--- config.mk ---
export PLATFORM = sky130hd
export DESIGN_NAME = a51_sequencer_flat
export DESIGN_NICKNAME = d
export VERILOG_FILES = /design/src/rtl/a51_sequencer_if.sv /design/src/rtl/a51_sequencer.sv /design/src/flat_wrapper.sv
export SDC_FILE = /design/constraint.sdc
export NUM_CORES = 1
export LEC_CHECK = 0
export CAP_MARGIN = 30
export CORE_ASPECT_RATIO = 0.75
export CORE_MARGIN = 4
export CORE_UTILIZATION = 51
export CTS_BUF_LIST = sky130_fd_sc_hd__clkbuf_4 sky130_fd_sc_hd__clkbuf_8
export CTS_CLUSTER_DIAMETER = 80
export DETAILED_ROUTE_END_ITERATION = 7
export PLACE_DENSITY = 0.81
export RECOVER_POWER = 25
export SLEW_MARGIN = 20
export SYNTH_ARGS = -nofsm -noshare
export SYNTH_HDL_FRONTEND = slang
export SYNTH_SLANG_ARGS = --single-unit
--- constraint.sdc ---
create_clock -name C -period 2.4 [get_ports C]
set_clock_uncertainty 0.15 [all_clocks]
set_input_delay 0.24 -clock C [delete_from_list [all_inputs] [get_ports C]]
set_output_delay 0.24 -clock C [all_outputs]
set_load 0.005 [all_outputs]
--- src/rtl/a51_sequencer_if.sv ---
// Handshake and control bundle between the A5/1 phase sequencer, the three
// LFSRs and the downstream keystream XOR stage.
interface a51_sequencer_if #(
  parameter int KEY_BITS   = 64,
  parameter int FRAME_BITS = 22
) ();
  logic                  start;
  logic [KEY_BITS-1:0]   key;
  logic [FRAME_BITS-1:0] frame;
  logic                  r1_c;
  logic                  r2_c;
  logic                  r3_c;
  logic                  ks_ready;
  logic                  clr_regs;
  logic                  load_bit;
  logic                  clk_r1;
  logic                  clk_r2;
  logic                  clk_r3;
  logic                  ks_valid;
  logic                  STAGEONE;
  logic                  STAGETWO;
  logic                  STAGETHREE;
  logic                  OUTPUTSTAGE;
  logic [9:0]            bit_index;
  logic                  busy;
  logic                  done;

  modport master (
    output start, key, frame, r1_c, r2_c, r3_c, ks_ready,
    input  clr_regs, load_bit, clk_r1, clk_r2, clk_r3, ks_valid,
    input  STAGEONE, STAGETWO, STAGETHREE, OUTPUTSTAGE, bit_index, busy, done
  );

  modport slave (
    input  start, key, frame, r1_c, r2_c, r3_c, ks_ready,
    output clr_regs, load_bit, clk_r1, clk_r2, clk_r3, ks_valid,
    output STAGEONE, STAGETWO, STAGETHREE, OUTPUTSTAGE, bit_index, busy, done
  );
endinterface

--- src/rtl/a51_sequencer.sv ---
// A5/1 phase controller: clear, key load, frame load, majority-clocked mixing
// and backpressured keystream output for the three LFSRs.
module a51_sequencer #(
  parameter int KEY_BITS   = 64,
  parameter int FRAME_BITS = 22,
  parameter int MIX_CYCLES = 100,
  parameter int OUT_BITS   = 228
) (
  input logic           C,
  input logic           CLR,
  a51_sequencer_if.slave bus
);

  typedef enum logic [2:0] {
    S_IDLE  = 3'd0,
    S_CLEAR = 3'd1,
    S_KEY   = 3'd2,
    S_FRAME = 3'd3,
    S_MIX   = 3'd4,
    S_OUT   = 3'd5,
    S_DONE  = 3'd6
  } state_t;

  localparam logic [9:0] KEY_LAST   = 10'(KEY_BITS - 1);
  localparam logic [9:0] FRAME_LAST = 10'(FRAME_BITS - 1);
  localparam logic [9:0] MIX_LAST   = 10'(MIX_CYCLES - 1);
  localparam logic [9:0] OUT_LAST   = 10'(OUT_BITS - 1);
  localparam int         KIDX_W     = $clog2(KEY_BITS);
  localparam int         FIDX_W     = $clog2(FRAME_BITS);

  state_t                state_r, state_s;
  logic [9:0]            bit_index_r, bit_index_s;
  logic [KEY_BITS-1:0]   key_r;
  logic [FRAME_BITS-1:0] frame_r;

  logic       clr_regs_s, load_bit_s, ks_valid_s, busy_s, done_s;
  logic [2:0] clk_en_s;
  logic [3:0] stage_s;

  // Registers whose tap equals the majority of the three taps are clocked.
  function automatic logic [2:0] maj_enables(input logic a, input logic b, input logic c);
    logic m;
    m = (a & b) | (a & c) | (b & c);
    return {a == m, b == m, c == m};
  endfunction

  // State, phase counter and captured session parameters.
  always_ff @(posedge C) begin
    if (CLR) begin
      state_r     <= S_IDLE;
      bit_index_r <= 10'd0;
      key_r       <= '0;
      frame_r     <= '0;
    end else begin
      state_r     <= state_s;
      bit_index_r <= bit_index_s;
      if (state_r == S_IDLE && bus.start) begin
        key_r   <= bus.key;
        frame_r <= bus.frame;
      end else begin
        key_r   <= key_r;
        frame_r <= frame_r;
      end
    end
  end

  // Phase sequencing; bit_index restarts at zero on every phase change.
  always_comb begin
    state_s     = state_r;
    bit_index_s = bit_index_r;
    case (state_r)
      S_IDLE: begin
        bit_index_s = 10'd0;
        if (bus.start) state_s = S_CLEAR;
        else           state_s = S_IDLE;
      end
      S_CLEAR: begin
        state_s     = S_KEY;
        bit_index_s = 10'd0;
      end
      S_KEY: begin
        if (bit_index_r == KEY_LAST) begin
          state_s     = S_FRAME;
          bit_index_s = 10'd0;
        end else begin
          bit_index_s = bit_index_r + 10'd1;
        end
      end
      S_FRAME: begin
        if (bit_index_r == FRAME_LAST) begin
          state_s     = S_MIX;
          bit_index_s = 10'd0;
        end else begin
          bit_index_s = bit_index_r + 10'd1;
        end
      end
      S_MIX: begin
        if (bit_index_r == MIX_LAST) begin
          state_s     = S_OUT;
          bit_index_s = 10'd0;
        end else begin
          bit_index_s = bit_index_r + 10'd1;
        end
      end
      S_OUT: begin
        if (!bus.ks_ready) begin
          bit_index_s = bit_index_r;
        end else if (bit_index_r == OUT_LAST) begin
          state_s     = S_DONE;
          bit_index_s = 10'd0;
        end else begin
          bit_index_s = bit_index_r + 10'd1;
        end
      end
      S_DONE: begin
        state_s     = S_IDLE;
        bit_index_s = 10'd0;
      end
      default: begin
        state_s     = S_IDLE;
        bit_index_s = 10'd0;
      end
    endcase
  end

  // Output decode; a stalled keystream bit freezes all three registers.
  always_comb begin
    clr_regs_s = 1'b0;
    load_bit_s = 1'b0;
    clk_en_s   = 3'b000;
    ks_valid_s = 1'b0;
    stage_s    = 4'b0000;
    done_s     = 1'b0;
    busy_s     = (state_r != S_IDLE);
    case (state_r)
      S_CLEAR: clr_regs_s = 1'b1;
      S_KEY: begin
        stage_s    = 4'b1000;
        clk_en_s   = 3'b111;
        load_bit_s = key_r[bit_index_r[KIDX_W-1:0]];
      end
      S_FRAME: begin
        stage_s    = 4'b0100;
        clk_en_s   = 3'b111;
        load_bit_s = frame_r[bit_index_r[FIDX_W-1:0]];
      end
      S_MIX: begin
        stage_s  = 4'b0010;
        clk_en_s = maj_enables(bus.r1_c, bus.r2_c, bus.r3_c);
      end
      S_OUT: begin
        stage_s    = 4'b0001;
        ks_valid_s = 1'b1;
        if (bus.ks_ready) clk_en_s = maj_enables(bus.r1_c, bus.r2_c, bus.r3_c);
        else              clk_en_s = 3'b000;
      end
      S_DONE:  done_s = 1'b1;
      default: clr_regs_s = 1'b0;
    endcase
  end

  assign bus.clr_regs    = clr_regs_s;
  assign bus.load_bit    = load_bit_s;
  assign bus.clk_r1      = clk_en_s[2];
  assign bus.clk_r2      = clk_en_s[1];
  assign bus.clk_r3      = clk_en_s[0];
  assign bus.ks_valid    = ks_valid_s;
  assign bus.STAGEONE    = stage_s[3];
  assign bus.STAGETWO    = stage_s[2];
  assign bus.STAGETHREE  = stage_s[1];
  assign bus.OUTPUTSTAGE = stage_s[0];
  assign bus.bit_index   = bit_index_r;
  assign bus.busy        = busy_s;
  assign bus.done        = done_s;

endmodule

--- src/flat_wrapper.sv ---
// flat-port wrapper written by rule: the top's interface ports become plain ports
module a51_sequencer_flat 
#(
  parameter int KEY_BITS   = 64,
  parameter int FRAME_BITS = 22,
  parameter int MIX_CYCLES = 100,
  parameter int OUT_BITS   = 228
)
  (C, CLR, bus_start, bus_key, bus_frame, bus_r1_c, bus_r2_c, bus_r3_c, bus_ks_ready, bus_clr_regs, bus_load_bit, bus_clk_r1, bus_clk_r2, bus_clk_r3, bus_ks_valid, bus_STAGEONE, bus_STAGETWO, bus_STAGETHREE, bus_OUTPUTSTAGE, bus_bit_index, bus_busy, bus_done);
  a51_sequencer_if #(.KEY_BITS(KEY_BITS), .FRAME_BITS(FRAME_BITS)) bus_i ();
  input logic C;
  input logic CLR;
  input wire logic [$bits(bus_i.start)-1:0] bus_start;
  input wire logic [$bits(bus_i.key)-1:0] bus_key;
  input wire logic [$bits(bus_i.frame)-1:0] bus_frame;
  input wire logic [$bits(bus_i.r1_c)-1:0] bus_r1_c;
  input wire logic [$bits(bus_i.r2_c)-1:0] bus_r2_c;
  input wire logic [$bits(bus_i.r3_c)-1:0] bus_r3_c;
  input wire logic [$bits(bus_i.ks_ready)-1:0] bus_ks_ready;
  output wire logic [$bits(bus_i.clr_regs)-1:0] bus_clr_regs;
  output wire logic [$bits(bus_i.load_bit)-1:0] bus_load_bit;
  output wire logic [$bits(bus_i.clk_r1)-1:0] bus_clk_r1;
  output wire logic [$bits(bus_i.clk_r2)-1:0] bus_clk_r2;
  output wire logic [$bits(bus_i.clk_r3)-1:0] bus_clk_r3;
  output wire logic [$bits(bus_i.ks_valid)-1:0] bus_ks_valid;
  output wire logic [$bits(bus_i.STAGEONE)-1:0] bus_STAGEONE;
  output wire logic [$bits(bus_i.STAGETWO)-1:0] bus_STAGETWO;
  output wire logic [$bits(bus_i.STAGETHREE)-1:0] bus_STAGETHREE;
  output wire logic [$bits(bus_i.OUTPUTSTAGE)-1:0] bus_OUTPUTSTAGE;
  output wire logic [$bits(bus_i.bit_index)-1:0] bus_bit_index;
  output wire logic [$bits(bus_i.busy)-1:0] bus_busy;
  output wire logic [$bits(bus_i.done)-1:0] bus_done;
  assign bus_i.start = bus_start;
  assign bus_i.key = bus_key;
  assign bus_i.frame = bus_frame;
  assign bus_i.r1_c = bus_r1_c;
  assign bus_i.r2_c = bus_r2_c;
  assign bus_i.r3_c = bus_r3_c;
  assign bus_i.ks_ready = bus_ks_ready;
  assign bus_clr_regs = bus_i.clr_regs;
  assign bus_load_bit = bus_i.load_bit;
  assign bus_clk_r1 = bus_i.clk_r1;
  assign bus_clk_r2 = bus_i.clk_r2;
  assign bus_clk_r3 = bus_i.clk_r3;
  assign bus_ks_valid = bus_i.ks_valid;
  assign bus_STAGEONE = bus_i.STAGEONE;
  assign bus_STAGETWO = bus_i.STAGETWO;
  assign bus_STAGETHREE = bus_i.STAGETHREE;
  assign bus_OUTPUTSTAGE = bus_i.OUTPUTSTAGE;
  assign bus_bit_index = bus_i.bit_index;
  assign bus_busy = bus_i.busy;
  assign bus_done = bus_i.done;
  a51_sequencer #(.KEY_BITS(KEY_BITS), .FRAME_BITS(FRAME_BITS), .MIX_CYCLES(MIX_CYCLES), .OUT_BITS(OUT_BITS)) u_core (.C(C), .CLR(CLR), .bus(bus_i));
endmodule
==> impl_metrics.json, run 1 <==
{
  "status": "finished, violations left",
  "violations": "setup timing",
  "post-route-util_pct": 71.1,
  "drive_gt1_share_pct": 10.9,
  "gp_congestion": 0.871,
  "clk_pin_slew_ns": 0.10,
  "cts_buffers": 9,
  "fin_setup_tns_ns": -0.211,
  "cp.buffers_inverters": 1,
  "peakVddDrop_v": 0.000398,
  "ys_seq_area_share_pct": 42.7,
  "crit_cells": 7,
  "p_seq_share_pct": 43.0,
  "yosys-top-cells-area": "dfxtp_1, nand2_1, a21oi_1",
  "power_density_nw_per_um2": 800,
  "wirelength_um": 12300,
  "worstPathCellList": "mux4_2, nor2b_1, a211oi_1, a211oi_1, o21ai_1, nand3_1, buf_2",
  "dp_cells": 779,
  "grt_pass1_wl_um": 20500,
  "critPathLaunchType": "flop",
  "mostFrequentLayoutCells": "nand2_1, clkdlybuf4s50_1, a21oi_1, dfxtp_1, buf_4",
  "rows": 29,
  "holdCritPathClass": "primary input to flop",
  "coreArea_sq_um": 8670,
  "synth_ff_type": "dfxtp_1",
  "io_pins": 115,
  "cts-root-buf": "clkbuf_8",
  "antenna_found_initial": 0,
  "grt_setup_unrepaired": "yes",
  "yosys_warnings": 0,
  "syn_nets": 665,
  "insertion_delay_ns": 0.37,
  "syn-mean-instance-area_sq_um": 8.15,
  "tritoncts": "yes",
  "p_int_mw": 3.16,
  "dr_total_vias": 4466,
  "syn-cell-area_sq_um": 4640,
  "clk_path_buf_depth": 2,
  "synth-seq-cells": 99,
  "grt_pass1_vias": 4315,
  "synth_edf_count": 0,
  "slew-limit-headroom_pct": 62.6,
  "yosysTopAreaCell": "dfxtp_1",
  "wl_per_cell_um": 15.4,
  "antenna_cells": 0,
  "comb_power_share_pct": 36.1,
  "maxSlewViolCount": 0,
  "whs_ns": 0.217,
  "final_common_cell": "nand2_1",
  "first_pass_iters": 5,
  "antenna_left": 0,
  "arrival_ns": 2.22,
  "place_ws_ns": -0.227,
  "start_util_pct": 53.5,
  "netSwitchingFraction_pct": 35.9,
  "tightest_slew_ns": 0.556,
  "clkPwrFrac_pct": 20.9,
  "min_period_over_period_pct": 109,
  "crit_path_frequent_cell": "a211oi_1",
  "synthCells": 569,
  "synth_top_area_share_pct": 42.7,
  "hpwl_um": 9200,
  "setup_viol": 1,
  "drt_iter0_markers": 397,
  "cts_max_level": 3,
  "postCtsHoldBufs": 0,
  "max_cap_violations": 0,
  "die_area_sq_um": 10700,
  "hold_depth": 2,
  "clkSinkCount": 99,
  "end_kind": "output pin",
  "drcViolationCount": 0,
  "grt_use_total_pct": 23.1,
  "finalCriticalPeriod_ns": 2.61,
  "slowest_delay_ns": 0.51,
  "fmax_ghz": 0.383,
  "async_flop_share_pct": 0,
  "nets": 781,
  "crit_type": "flop to output pin",
  "critical-path-top-delay-family": "compound AO/OA/AOI/OAI gates",
  "cp_slowest_cell": "mux4_2",
  "die_x_um": 118,
  "layout_setup_ws_ns": -0.211,
  "crit_path_max_fanout": 6,
  "overflow": 0,
  "stdcell_count": 798,
  "grt_max_degree": 61,
  "power.switching_mw": 1.77,
  "ff2ff_path_depth": 10,
  "p_leak_nw": 2.33,
  "area_growth_pct": 33.0,
  "required_ns": 2.01,
  "dieHeight_um": 90.6,
  "synth_cell_types": 52,
  "io_buffers": 114,
  "avgViaCountPerCell": 5.60,
  "hold_violations": 0
}
## worst reg2reg max path, cell delays in order, from the launching register on
cell       delay, ns
dfxtp_4         0.39
buf_4           0.15
buf_4           0.15
ha_1            0.23
and4b_1         0.21
o2111ai_1       0.26
a2bb2oi_2       0.10
buf_4           0.16
nor3_1          0.22
a21oi_1         0.11
nor2_1          0.12
## per-stage QoR
step                      area [sq um]  power [mW]
after floorplan                   4640        3.24
after detailed placement          5950        3.92
final                             6170        4.93
after global placement            5950        3.85
after CTS                         6170        4.94
after global routing              6170        5.23
## power by group through the flow
stage | clock network (mW) | registers, mW | logic (mW)
global route | 1.11 | 2.15 | 1.98
detailed placement | 0 | 2.15 | 1.77
global placement | 0 | 2.15 | 1.70
floorplan | 0 | 2.07 | 1.17
CTS | 1.03 | 2.11 | 1.79
finish | 1.03 | 2.12 | 1.78
## layout make-up
| type | instances | area [sq um] |
|---|---|---|
| fillers | 649 | 2500 |
| multi-input cells | 419 | 2400 |
| flip-flops and latches | 99 | 1990 |
| repair buffers | 151 | 1440 |
| well taps | 108 | 135 |
| clock buffers | 10 | 131 |
| clock inverters | 6 | 51.3 |
| inverters | 5 | 18.8 |
## cell families after synthesis
group	Yosys count	share of synthesized area [%]
AOI/OAI and AO/OA	119	14.1
buffers and inverters	51	5.96
adders and majority gates	3	0.809
and+or+nand+nor	255	23.8
DFF	99	42.7
xor gates and xnor gates	10	1.89
muxes	32	10.7
## cell usage after synthesis, drive strengths merged (2+ instances only)
cell type and count:
inv 5, dfxtp 99, ha 3, nand4 5, and2b 2, and3 6
xor2 5, a211oi 5, nor3 7, a21oi 96, nor4 3, nand3b 2
nand3 6, nand2 185, mux4 12, a31oi 2, nor4bb 2, o21ai 6
nand2b 5, nor2b 4, nor2 20, xnor2 5, buf 26, mux2 3
mux2i 17, clkbuf 20
## sequential cells by signal (all words and copies together), names as in the netlist
name	flops
u_core.key_r	64
u_core.bus.bit_index	10
u_core.frame_r	22
u_core.state_r	3
## final timing paths
check                                             start                       to  slack, ns
worst min-delay path                                CLR       u_core.frame_r[16]       0.22
worst max-delay path            u_core.bus.bit_index[0]             bus_load_bit      -0.21
worst max register to register  u_core.bus.bit_index[1]  u_core.bus.bit_index[0]       0.09
worst min register to register         u_core.key_r[57]         u_core.key_r[57]       0.31
## layer usage
metal	vias up	wire (um)	global-route usage (%)
met5	-	0	0
met4	0	178	6.15
met3	26	963	6.14
met2	193	5680	36.6
met1	2083	5460	31.3
li1	2164	-	-
## timing repair
| item | CTS | global route |
|---|---|---|
| setup buffers | 2 | 1 |
| endpoints found under the hold margin | 0 | 0 |
| endpoints found under the setup margin | 4 | 8 |
| pin swaps | 3 | 4 |
| gates resized for setup | 12 | 7 |
| cloned | 0 | 0 |
(Power assumes the default switching activity.)
==> run 2: changes to the inputs <==
- CORE_UTILIZATION: 51 -> 60
- DONT_BUFFER_PORTS: not set -> 1
- PLACE_DENSITY: 0.81 -> 0.75
==> impl_metrics.json, run 2 (same netlist as run 1, synthesis figures left out) <==
{
  "start_util_pct": 62.4,
  "mostFrequentLayoutCells": "nand2_1, dfxtp_1, a21oi_1",
  "coreArea_sq_um": 7430,
  "wl_per_cell_um": 18.1,
  "insertion_delay_ns": 0.36,
  "clk_path_buf_depth": 2,
  "fmax_ghz": 0.407,
  "io_pins": 115,
  "arrival_ns": 2.07,
  "gp_congestion": 0.828,
  "slowest_delay_ns": 0.41,
  "critical-path-top-delay-family": "compound AO/OA/AOI/OAI gates",
  "largest_reg_flops": 64,
  "finalCriticalPeriod_ns": 2.46,
  "antenna_found_initial": 0,
  "min_period_over_period_pct": 102,
  "dieHeight_um": 84.2,
  "critPathLaunchType": "flop",
  "post-route-util_pct": 80.8,
  "p_leak_nw": 2.23,
  "rows": 27,
  "overflow": 0,
  "cp_slowest_cell": "a311o_1",
  "grt_use_total_pct": 29.0,
  "grt_max_degree": 92,
  "first_pass_iters": 5,
  "drcViolationCount": 0,
  "slew-limit-headroom_pct": 65.5,
  "place_ws_ns": 0.205,
  "nets": 739,
  "final_common_cell": "nand2_1",
  "clk_pin_slew_ns": 0.09,
  "required_ns": 2.01,
  "maxSlewViolCount": 0,
  "setup_viol": 1,
  "io_buffers": 0,
  "dr_total_vias": 4465,
  "max_cap_violations": 0,
  "worstPathCellList": "buf_12, mux2_2, o22ai_1, a21oi_1, nand4b_1, a311o_1, nand3_2",
  "hold_violations": 0,
  "top_register": "u_core.key_r",
  "holdCritPathClass": "primary input to flop",
  "status": "finished, violations left",
  "grt_pass1_vias": 4334,
  "peakVddDrop_v": 0.000634,
  "tritoncts": "yes",
  "cp.buffers_inverters": 1,
  "clkSinkCount": 99,
  "grt_setup_unrepaired": "yes",
  "grt_pass1_wl_um": 21200,
  "cts_max_level": 3,
  "end_kind": "output pin",
  "layout_setup_ws_ns": -0.0564,
  "tightest_slew_ns": 0.516,
  "cts_buffers": 9,
  "wirelength_um": 13600,
  "avgViaCountPerCell": 5.96,
  "die_x_um": 110,
  "postLayoutCellArea_sq_um": 6000,
  "area_growth_pct": 29.4,
  "die_area_sq_um": 9220,
  "drive_gt1_share_pct": 9.27,
  "crit_path_max_fanout": 12,
  "power_density_nw_per_um2": 873,
  "hpwl_um": 7670,
  "cts-root-buf": "clkbuf_8",
  "antenna_left": 0,
  "crit_type": "flop to output pin",
  "violations": "setup timing",
  "place_area_sq_um": 4670,
  "drt_iter0_markers": 435
}
==> run 2: final timing paths <==
check,slack [ns],startpoint,cells after the start,end
worst min-delay path,0.03,bus_ks_ready,3,u_core.bus.bit_index[1]
worst max-delay path,-0.06,u_core.bus.bit_index[1],7,bus_load_bit
worst max register to register,0.09,u_core.state_r[0],6,u_core.key_r[45]
worst min register to register,0.31,u_core.key_r[63],2,u_core.key_r[63]
==> run 2: stage by stage <==
stage / cells / power (mW) / hold slack, ns / TNS (ns)
finish: 749 / 5.24 / 0.0344 / -0.0564
global route: 748 / 5.50 / 0.0432 / -0.182
CTS: 747 / 5.04 / 0.0149 / 0
detailed placement: 638 / 3.56 / 0.177 / 0
global placement: 638 / 3.50 / 0.172 / 0
floorplan: 569 / 3.24 / 0.226 / 0
==> run 2: power by group <==
| part | switching (mW) | internal, mW |
|---|---|---|
| combinational | 1.02 | 0.803 |
| sequential | 0.213 | 1.93 |
| clock | 0.578 | 0.691 |
| total | 1.81 | 3.43 |
==> run 2: area by class of cell <==
type | instances | area (sq um)
multi-input combinational | 419 | 2430
clock buffer | 9 | 124
tap | 101 | 126
timing repair buffer | 109 | 1200
fill | 483 | 1430
antenna | 1 | 2.50
clock inverter | 6 | 113
inverter | 5 | 18.8
sequential | 99 | 1990
==> run 2: tightest hold or removal path: cells and delay by family <==
family	cells	cell delay, ns
AND/OR/NAND/NOR	2	0.12
AO/OA/AOI/OAI	1	0.16
==> run 2: timing repair <==
| item | in CTS | in global routing |
|---|---|---|
| buffers inserted | 4 | 0 |
| pin swaps | 4 | 1 |
| hold buffers | 88 | 0 |
| gates cloned | 2 | 1 |
| endpoints found under the hold margin | 91 | 0 |
| gates resized for setup | 9 | 10 |
| endpoints found under the setup margin | 1 | 10 |
==> run 2: layer usage <==
layer	GRT usage (%)	vias up	share of wire [%]
li1	-	2074	-
met1	36.6	2114	41
met2	47.8	242	48
met3	7.69	35	8.7
met4	10.5	0	2.4
met5	0	-	0
==> run 3: changes to the inputs <==
- CORE_MARGIN: 4 -> 2
==> impl_metrics.json, run 3 (same netlist as run 1, synthesis figures left out) <==
{
  "status": "finished, violations left",
  "violations": "setup timing",
  "place_ws_ns": 0.236,
  "dieHeight_um": 80.2,
  "avgViaCountPerCell": 5.78,
  "grt_pass1_wl_um": 19500,
  "grt_max_degree": 92,
  "mostFrequentLayoutCells": "nand2_1, dfxtp_1, a21oi_1",
  "nets": 736,
  "peakVddDrop_v": 0.000666,
  "drive_gt1_share_pct": 8.99,
  "worstSetupEndpoint": "bus_load_bit",
  "io_buffers": 0,
  "clk_pin_slew_ns": 0.09,
  "p_leak_nw": 2.13,
  "max_cap_violations": 0,
  "overflow": 0,
  "antenna_cells": 0,
  "power.total_mw": 4.71,
  "min_from": "CLR",
  "layout_setup_ws_ns": -0.0484,
  "slew-limit-headroom_pct": 44.5,
  "grt_pass1_vias": 4058,
  "tritoncts": "yes",
  "reg2reg_to": "u_core.key_r[36]",
  "io_pins": 115,
  "holdCritPathClass": "primary input to flop",
  "top_register": "u_core.key_r",
  "clkSinkCount": 99,
  "start_util_pct": 62.4,
  "cts_max_level": 3,
  "dp_cells": 638,
  "clk_path_buf_depth": 2,
  "insertion_delay_ns": 0.36,
  "first_pass_iters": 5,
  "drt_iter0_markers": 279,
  "min_period_over_period_pct": 102,
  "die_area_sq_um": 8460,
  "critPathLaunchType": "flop",
  "arrival_ns": 2.06,
  "post-route-util_pct": 77.8,
  "grt_setup_unrepaired": "yes",
  "largest_reg_flops": 64,
  "crit_start": "u_core.bus.bit_index[0]",
  "hold_violations": 0,
  "ff2ff_path_depth": 5,
  "drcViolationCount": 0,
  "antenna_found_initial": 0,
  "timing.rr.start": "u_core.state_r[0]",
  "stdcell_count": 746,
  "required_ns": 2.01,
  "finalCriticalPeriod_ns": 2.45,
  "wirelength_um": 12300,
  "grt_use_total_pct": 29.4,
  "maxSlewViolCount": 0,
  "rrSetupSlack_ns": 0.09,
  "dr_total_vias": 4310,
  "area_growth_pct": 24.7,
  "coreArea_sq_um": 7430,
  "gp_congestion": 0.814,
  "end_kind": "output pin",
  "final_common_cell": "nand2_1",
  "fmax_ghz": 0.408,
  "die_x_um": 106,
  "tightest_slew_ns": 0.832,
  "power_density_nw_per_um2": 814,
  "rows": 27,
  "setup_viol": 1,
  "cts-root-buf": "clkbuf_8",
  "cts_buffers": 9,
  "whs_ns": 0.0103,
  "wl_per_cell_um": 16.6,
  "hpwl_um": 7380,
  "crit_type": "flop to output pin",
  "antenna_left": 0,
  "crit_path_max_fanout": 6
}
==> run 3: cell types whose count changed in the layout (fill, tap and decap cells not counted), sizes merged <==
cell / before / now
bufinv: 3 / 0
clkinvlp: 0 / 2
inv: 6 / 7
diode: 1 / 0
bufbuf: 2 / 0
==> run 3: worst max-delay path, stage by stage (launching register included) <==
cell and delay [ns]:
dfxtp_2 0.37, buf_6 0.14, mux4_2 0.50, nor2b_4 0.14
a211oi_2 0.19, a211oi_2 0.06, o21ai_1 0.18, nand3_2 0.11
==> run 3: how the worst min path moves through the flow <==
stage | to | slack [ns] | cells past startpoint
6_report | u_core.bus.bit_index[5] | 0.01 | 2
3_3_place_gp | u_core.key_r[4] | 0.17 | 1
3_5_place_dp | u_core.key_r[4] | 0.17 | 1
4_1_cts | u_core.bus.bit_index[1] | 0.009 | 3
5_1_grt | u_core.bus.bit_index[4] | 0.01 | 2
2_1_floorplan | u_core.frame_r[10] | 0.23 | 2
==> run 3: timing repair <==
item	in CTS	in global routing
setup buffers	2	0
hold buffers	88	0
hold endpoints to repair	91	0
gates resized for setup	12	1
pin swaps	5	0
cloned	2	0
endpoints found under the setup margin	1	3
==> run 3: area by class of cell <==
class	instances	area, sq um
clock buffer	10	131
inverter	5	18.8
multi-input combinational	419	2410
timing repair buffer	106	1060
fill	509	1650
sequential	99	1990
tap	101	126
clock inverter	6	48.8
==> run 3: per-layer routing <==
| layer | global-route usage [%] | routed length (um) | vias to the layer above |
|---|---|---|---|
| met4 | 9.34 | 182 | 0 |
| met3 | 7.14 | 804 | 20 |
| li1 | - | - | 2079 |
| met2 | 50.4 | 6050 | 177 |
| met5 | 0 | 0 | - |
| met1 | 36.8 | 5310 | 2034 |
==> run 3: per-stage QoR <==
| step | setup TNS (ns) | area [sq um] |
|---|---|---|
| floorplan | 0 | 4640 |
| global route | -0.378 | 5780 |
| finish | -0.0484 | 5780 |
| CTS | -0.0133 | 5800 |
| detailed placement | 0 | 4660 |
| global placement | 0 | 4660 |
==> run 3: report_power, final <==
| part | total (mW) | switching [mW] | internal (mW) |
|---|---|---|---|
| registers | 2.13 | 0.199 | 1.93 |
| logic | 1.59 | 0.943 | 0.647 |
| clock network | 0.986 | 0.587 | 0.399 |
